$ cat src/rtl/vote_pkg.sv
// Shared types and width helpers for the sequential vote tally.
package vote_pkg;

    typedef enum logic [1:0] {
        IDLE    = 2'd0,
        COLLECT = 2'd1,
        DONE    = 2'd2
    } state_t;

    // Bits needed to hold the values 0..n, never less than one bit.
    function automatic int clog2_cnt(input int n);
        return (n < 2) ? 1 : $clog2(n + 1);
    endfunction

    // The timer only has to reach TIMEOUT-1 before the session is forced closed.
    function automatic int timer_w(input int timeout);
        return clog2_cnt(timeout - 1);
    endfunction

endpackage

$ cat src/rtl/vote_popcount.sv
// Combinational population count of a W-bit vector.
module vote_popcount
    import vote_pkg::*;
#(
    parameter int W = 5
) (
    input  logic [W-1:0]               i_vec,
    output logic [clog2_cnt(W)-1:0]    o_cnt
);

    localparam int CW = clog2_cnt(W);

    logic [CW-1:0] w_sum;

    always_comb begin
        w_sum = '0;
        for (int i = 0; i < W; i++) begin
            w_sum = w_sum + CW'(i_vec[i]);
        end
    end

    assign o_cnt = w_sum;

endmodule

$ cat src/rtl/vote_tally_fsm.sv
// Sequential N-voter tally: opens a session on start, counts one vote per voter,
// decides early, on exhaustion of the pass, or on timeout, and holds the result.
module vote_tally_fsm
    import vote_pkg::*;
#(
    parameter int N_VOTERS = 5,
    parameter int THRESH   = 3,
    parameter int TIMEOUT  = 1000,
    localparam int CNT_W   = clog2_cnt(N_VOTERS)
) (
    input  logic                clk,
    input  logic                rst,
    input  logic                start,
    input  logic [N_VOTERS-1:0] vote_req,
    input  logic [N_VOTERS-1:0] vote_yes,
    output logic                busy,
    output logic                done,
    output logic                pass,
    output logic                timed_out,
    output logic [CNT_W-1:0]    yes_cnt,
    output logic [CNT_W-1:0]    no_cnt,
    output logic [N_VOTERS-1:0] voted
);

    localparam int                 TIMER_W = timer_w(TIMEOUT);
    localparam logic [CNT_W-1:0]   THR     = CNT_W'(THRESH);
    localparam logic [CNT_W-1:0]   NO_MAX  = CNT_W'(N_VOTERS - THRESH);
    localparam logic [TIMER_W-1:0] T_LAST  = TIMER_W'(TIMEOUT - 1);

    state_t              r_state, w_state_n;
    logic [TIMER_W-1:0]  r_timer;
    logic [N_VOTERS-1:0] r_voted;
    logic [CNT_W-1:0]    r_yes, r_no;
    logic                r_pass, r_to;

    logic                w_in_collect;
    logic [N_VOTERS-1:0] w_new;
    logic [CNT_W-1:0]    w_yes_add, w_no_add, w_yes_n, w_no_n;
    logic                w_pass_hit, w_fail_hit, w_tmo_hit, w_decide;

    assign w_in_collect = (r_state == COLLECT);
    // Only first-time voters count, and only while a session is open.
    assign w_new = vote_req & ~r_voted & {N_VOTERS{w_in_collect}};

    vote_popcount #(.W(N_VOTERS)) u_yes_pop (
        .i_vec (w_new & vote_yes),
        .o_cnt (w_yes_add)
    );

    vote_popcount #(.W(N_VOTERS)) u_no_pop (
        .i_vec (w_new & ~vote_yes),
        .o_cnt (w_no_add)
    );

    // Decision looks at the counts as they will be after this edge.
    assign w_yes_n    = r_yes + w_yes_add;
    assign w_no_n     = r_no + w_no_add;
    assign w_pass_hit = (w_yes_n >= THR);
    assign w_fail_hit = (w_no_n > NO_MAX);
    assign w_tmo_hit  = (r_timer == T_LAST);
    assign w_decide   = w_in_collect && (w_pass_hit || w_fail_hit || w_tmo_hit);

    always_ff @(posedge clk or posedge rst) begin
        if (rst) begin
            r_state <= IDLE;
        end else begin
            r_state <= w_state_n;
        end
    end

    always_comb begin
        w_state_n = r_state;
        case (r_state)
            IDLE:    if (start) w_state_n = COLLECT;
            COLLECT: begin
                if (start)         w_state_n = COLLECT;
                else if (w_decide) w_state_n = DONE;
            end
            DONE:    if (start) w_state_n = COLLECT;
            default: w_state_n = IDLE;
        endcase
    end

    // start wins over any votes presented in the same cycle.
    always_ff @(posedge clk or posedge rst) begin
        if (rst) begin
            r_timer <= '0;
            r_voted <= '0;
            r_yes   <= '0;
            r_no    <= '0;
            r_pass  <= 1'b0;
            r_to    <= 1'b0;
        end else if (start) begin
            r_timer <= '0;
            r_voted <= '0;
            r_yes   <= '0;
            r_no    <= '0;
            r_pass  <= 1'b0;
            r_to    <= 1'b0;
        end else if (w_in_collect) begin
            r_voted <= r_voted | w_new;
            r_yes   <= w_yes_n;
            r_no    <= w_no_n;
            if (w_decide) begin
                r_pass <= w_pass_hit;
                r_to   <= !w_pass_hit && !w_fail_hit;
            end else begin
                r_timer <= r_timer + TIMER_W'(1);
            end
        end
    end

    assign busy      = (r_state == COLLECT);
    assign done      = (r_state == DONE);
    assign pass      = r_pass;
    assign timed_out = r_to;
    assign yes_cnt   = r_yes;
    assign no_cnt    = r_no;
    assign voted     = r_voted;

endmodule
$ cat config.mk
export PLATFORM = sky130hd
export DESIGN_NAME = vote_tally_fsm
export DESIGN_NICKNAME = d
export VERILOG_FILES = /design/src/rtl/vote_pkg.sv /design/src/rtl/vote_popcount.sv /design/src/rtl/vote_tally_fsm.sv
export SDC_FILE = /design/constraint.sdc
export NUM_CORES = 1
export LEC_CHECK = 0
export ABC_AREA = 1
export CAP_MARGIN = 10
export CORE_MARGIN = 4
export CORE_UTILIZATION = 35
export DETAILED_ROUTE_END_ITERATION = 8
export PLACE_DENSITY = 0.57
export SYNTH_ARGS = -nofsm -noshare
export SYNTH_HDL_FRONTEND = slang
export SYNTH_SLANG_ARGS = --single-unit
$ cat constraint.sdc
create_clock -name clk -period 3.2 [get_ports clk]
set_input_delay 0.48 -clock clk [delete_from_list [all_inputs] [get_ports clk]]
set_output_delay 0.48 -clock clk [all_outputs]
set_load 0.05 [all_outputs]
==> results of run 1 <==
-- synthesized netlist by cell type, drive strengths merged (2+ instances only) --
cell type	number
or2	2
a21oi	5
ha	5
nand4	2
nor2	19
o21ai	8
nand2	53
xor2	5
fa	6
nor3	3
inv	33
nand3	28
dfrtp	25
nor4	2
-- critical path: cells and delay by family (launching register included) --
family                     cells  cell delay (ps)
buffers and inverters          3              240
adders and majority gates      4             1580
DFF                            1              370
and+or+nand+nor               10             1090
-- final timing paths --
check                            from    endpoint  slack, ps  depth (start not counted)
hold reg to reg                  pass        pass        540                          2
min in group asynchronous         rst  r_timer[4]        570                          3
setup / recovery           r_state[0]  r_timer[1]       -120                         17
setup reg to reg           r_state[0]  r_timer[1]       -120                         17
max in group asynchronous         rst        pass       2390                          3
hold / removal                   pass        pass        540                          2
-- timing repair --
action	in CTS	in global routing
buffers inserted	6	4
gates cloned	2	0
gates resized for setup	16	13
endpoints found under the setup margin	14	14
hold buffers	0	0
pin swaps	16	17
-- cell usage in the layout, fill, tap and decap left out, drive strengths merged --
cell            n
dfrtp          25
clkdlybuf4s50  23
clkbuf          4
or2             2
nand4           2
dlygate4sd2     4
buf            19
o22ai           1
o21ai           8
nand3b          1
nor3b           1
ha              5
nand3          28
nor2           19
inv            33
nand2          55
o21a            1
xor2            5
fa              6
nor4            2
a21oi           5
nor3            3
-- final cells by class --
cell class	count	area, um2	share of cell area, %
repair buffers	46	420	18.2
flip-flops and latches	25	626	27.1
inverters	33	124	5.37
clock buffers	4	45.0	1.95
well taps	52	65.1	2.82
multi-input cells	144	1020	44.5
-- state kept, by name, indices dropped and copies added (netlist names) --
register / cells
yes_cnt: 3
no_cnt: 3
pass: 1
voted: 5
r_timer: 10
timed_out: 1
r_state: 2
-- stage by stage --
step / utilization [%] / hold slack [ps] / worst slack (ps) / setup TNS, ps / total power [uW]
floorplan: - / 483 / -269 / -3250 / 1100
global placement: 46.6 / 511 / -556 / -7030 / 1430
detailed placement: 46.6 / 510 / -613 / -7730 / 1430
CTS: 50.4 / 540 / -203 / -2440 / 1900
global route: 52.6 / 563 / -294 / -3690 / 2130
finish: 52.6 / 536 / -119 / -1240 / 1980
-- metal layers --
metal	global-route usage (%)	vias up
met5	0	-
met4	2.91	0
met3	1.72	2
met2	21.7	31
met1	23.2	644
li1	-	742
-- kinds of logic (layout without fill, tap and decap cells) --
kind of cell	Yosys count	in the layout	synth area share (%)
AND/OR/NAND/NOR	111	113	33.9
adder cells (fa/ha/maj)	11	11	11.4
buffers and inverters	34	83	7.97
AO/OA/AOI/OAI	15	15	4.92
flip-flops	25	25	39.1
XOR/XNOR	5	5	2.73
-- report_power, final --
part / switching, uW / leakage, uW / internal (uW) / total, uW
Combinational: 765 / 0.000737 / 584 / 1350
Clock: 99.7 / 0.0000228 / 89.0 / 189
Sequential: 61.8 / 0.000338 / 380 / 442
==> flow_metrics.env, run 1 <==
export IMPL_layout_drive_gt1_share_pct=25.4
export IMPL_grt_overflow_total=0
export IMPL_yosysWarnings=0
export IMPL_wl_per_cell_um=12.6
export IMPL_path_cells="inv_2 > nor2_4 > nand3_4 > nor2_4 > ha_4 > fa_1 > inv_2 > fa_2 > fa_1 > or2_4 > nand3_4 > nor2_4 > nand2_4 > buf_12 > nand2_8 > nand3_1 > nand2_1"
export IMPL_cts_buffer_depth=2
export IMPL_critPathKind="flop to flop"
export IMPL_wl_met2_um=1750
export IMPL_met3_length_um=170
export IMPL_grt_max_degree=26
export IMPL_die_x_um=75.6
export IMPL_avgSynthCellArea_um2=7.97
export IMPL_postLayoutCellArea_um2=2300
export IMPL_violations="negative setup slack"
export IMPL_max_stage_delay_ps=540
export IMPL_syn2layout_area_growth_pct=43.9
export IMPL_cts_reportedPaths_clkPinSlew_ps=90
export IMPL_syn_area_um2=1600
export IMPL_synth_edff_count=0
export IMPL_grt_pass1_wl_um=6430
export IMPL_viasPerCell=4.67
export IMPL_vias=1419
export IMPL_leakagePower_uw=0.00110
export IMPL_cts_tree="built"
export IMPL_cts_buffers=3
export IMPL_yosysTopAreaCell="dfrtp_1"
export IMPL_final_nets=277
export IMPL_root_buffer="clkbuf_8"
export IMPL_cp_arrival_ps=3530
export IMPL_cts_htree_levels=1
export IMPL_routed_wl_um=3840
export IMPL_grt_pass1_vias=1278
export IMPL_final_hold_viol_count=0
export IMPL_cp_end_kind="flop"
export IMPL_finalClockSkew_ps=1.83
export IMPL_max_freq_ghz=0.301
export IMPL_ios=28
export IMPL_syn_nets=225
export IMPL_grt_use_total_pct=14.7
export IMPL_ant_nets=0
export IMPL_top_layer_used="met4"
export IMPL_status="finished, violations left"
export IMPL_slew_headroom_pct=66.8
export IMPL_synth_cell_types=27
export IMPL_worstMarginPinSlew_ps=497
export IMPL_post_dp_hpwl_um=2800
export IMPL_seq_area_frac_synth_pct=39.1
export IMPL_wl_met1_um=1890
export IMPL_rsz0062_at_grt="true"
export IMPL_start_kind="flop"
export IMPL_num_antenna_cells=0
export IMPL_cap_viol_max_count=0
export IMPL_fin_crit_sh_pct=104
export IMPL_floorplan_initialDensity_pct=36.5
export IMPL_dp_cells=288
export IMPL_min_path_type="flop to flop"
export IMPL_io_buffers=27
export IMPL_place_area_um2=2040
export IMPL_clock_latency_ps=260
export IMPL_slowest_stage="fa_1"
export IMPL_worstPathMaxFanout=6
export IMPL_routabilityCongestion=0.864
export IMPL_ys_seq_elements=25
export IMPL_power_density_nw_per_um2=859
export IMPL_drt_iter0_drc=112
export IMPL_min_period_ps=3320
export IMPL_core_um2=4380
export IMPL_setup_ws_ps=-119
export IMPL_die_height_um=75.6
export IMPL_postSynthCellCount=201
export IMPL_finalMaxSlewViolations=0
export IMPL_antenna_found_initial=0
export IMPL_cp_required_ps=3410
export IMPL_dieArea_um2=5720
export IMPL_drc=0
export IMPL_synth_top_cell_area_share_pct=39.1
export IMPL_n_fill_cell=405
export IMPL_ys_flop_type="dfrtp_1"
export IMPL_cpMostUsedCell="nor2_4"
export IMPL_drtPass1Iterations=4
export IMPL_setup_viol=13
export IMPL_rows=24
export IMPL_synth_area_leaders="dfrtp_1 (39%), nand2_1 (11%), nand3_1 (8.4%)"
export IMPL_cts_sinks=25
export IMPL_fin_cells=304
export IMPL_synthArstFlopShare_pct=100
export IMPL_peakVddDrop_mv=0.348
Power figures use the tool's default switching activity.
==> inputs of run 2 (changes only) <==
--- a/config.mk
+++ b/config.mk
@@ -6,11 +6,11 @@
 export NUM_CORES = 1
 export LEC_CHECK = 0
 export ABC_AREA = 1
-export CAP_MARGIN = 10
 export CORE_MARGIN = 4
 export CORE_UTILIZATION = 35
 export DETAILED_ROUTE_END_ITERATION = 8
 export PLACE_DENSITY = 0.57
+export SLEW_MARGIN = 10
 export SYNTH_ARGS = -nofsm -noshare
 export SYNTH_HDL_FRONTEND = slang
 export SYNTH_SLANG_ARGS = --single-unit
==> results of run 2 <==
The final DEF is identical to that of run 1; final timing and power are the same.
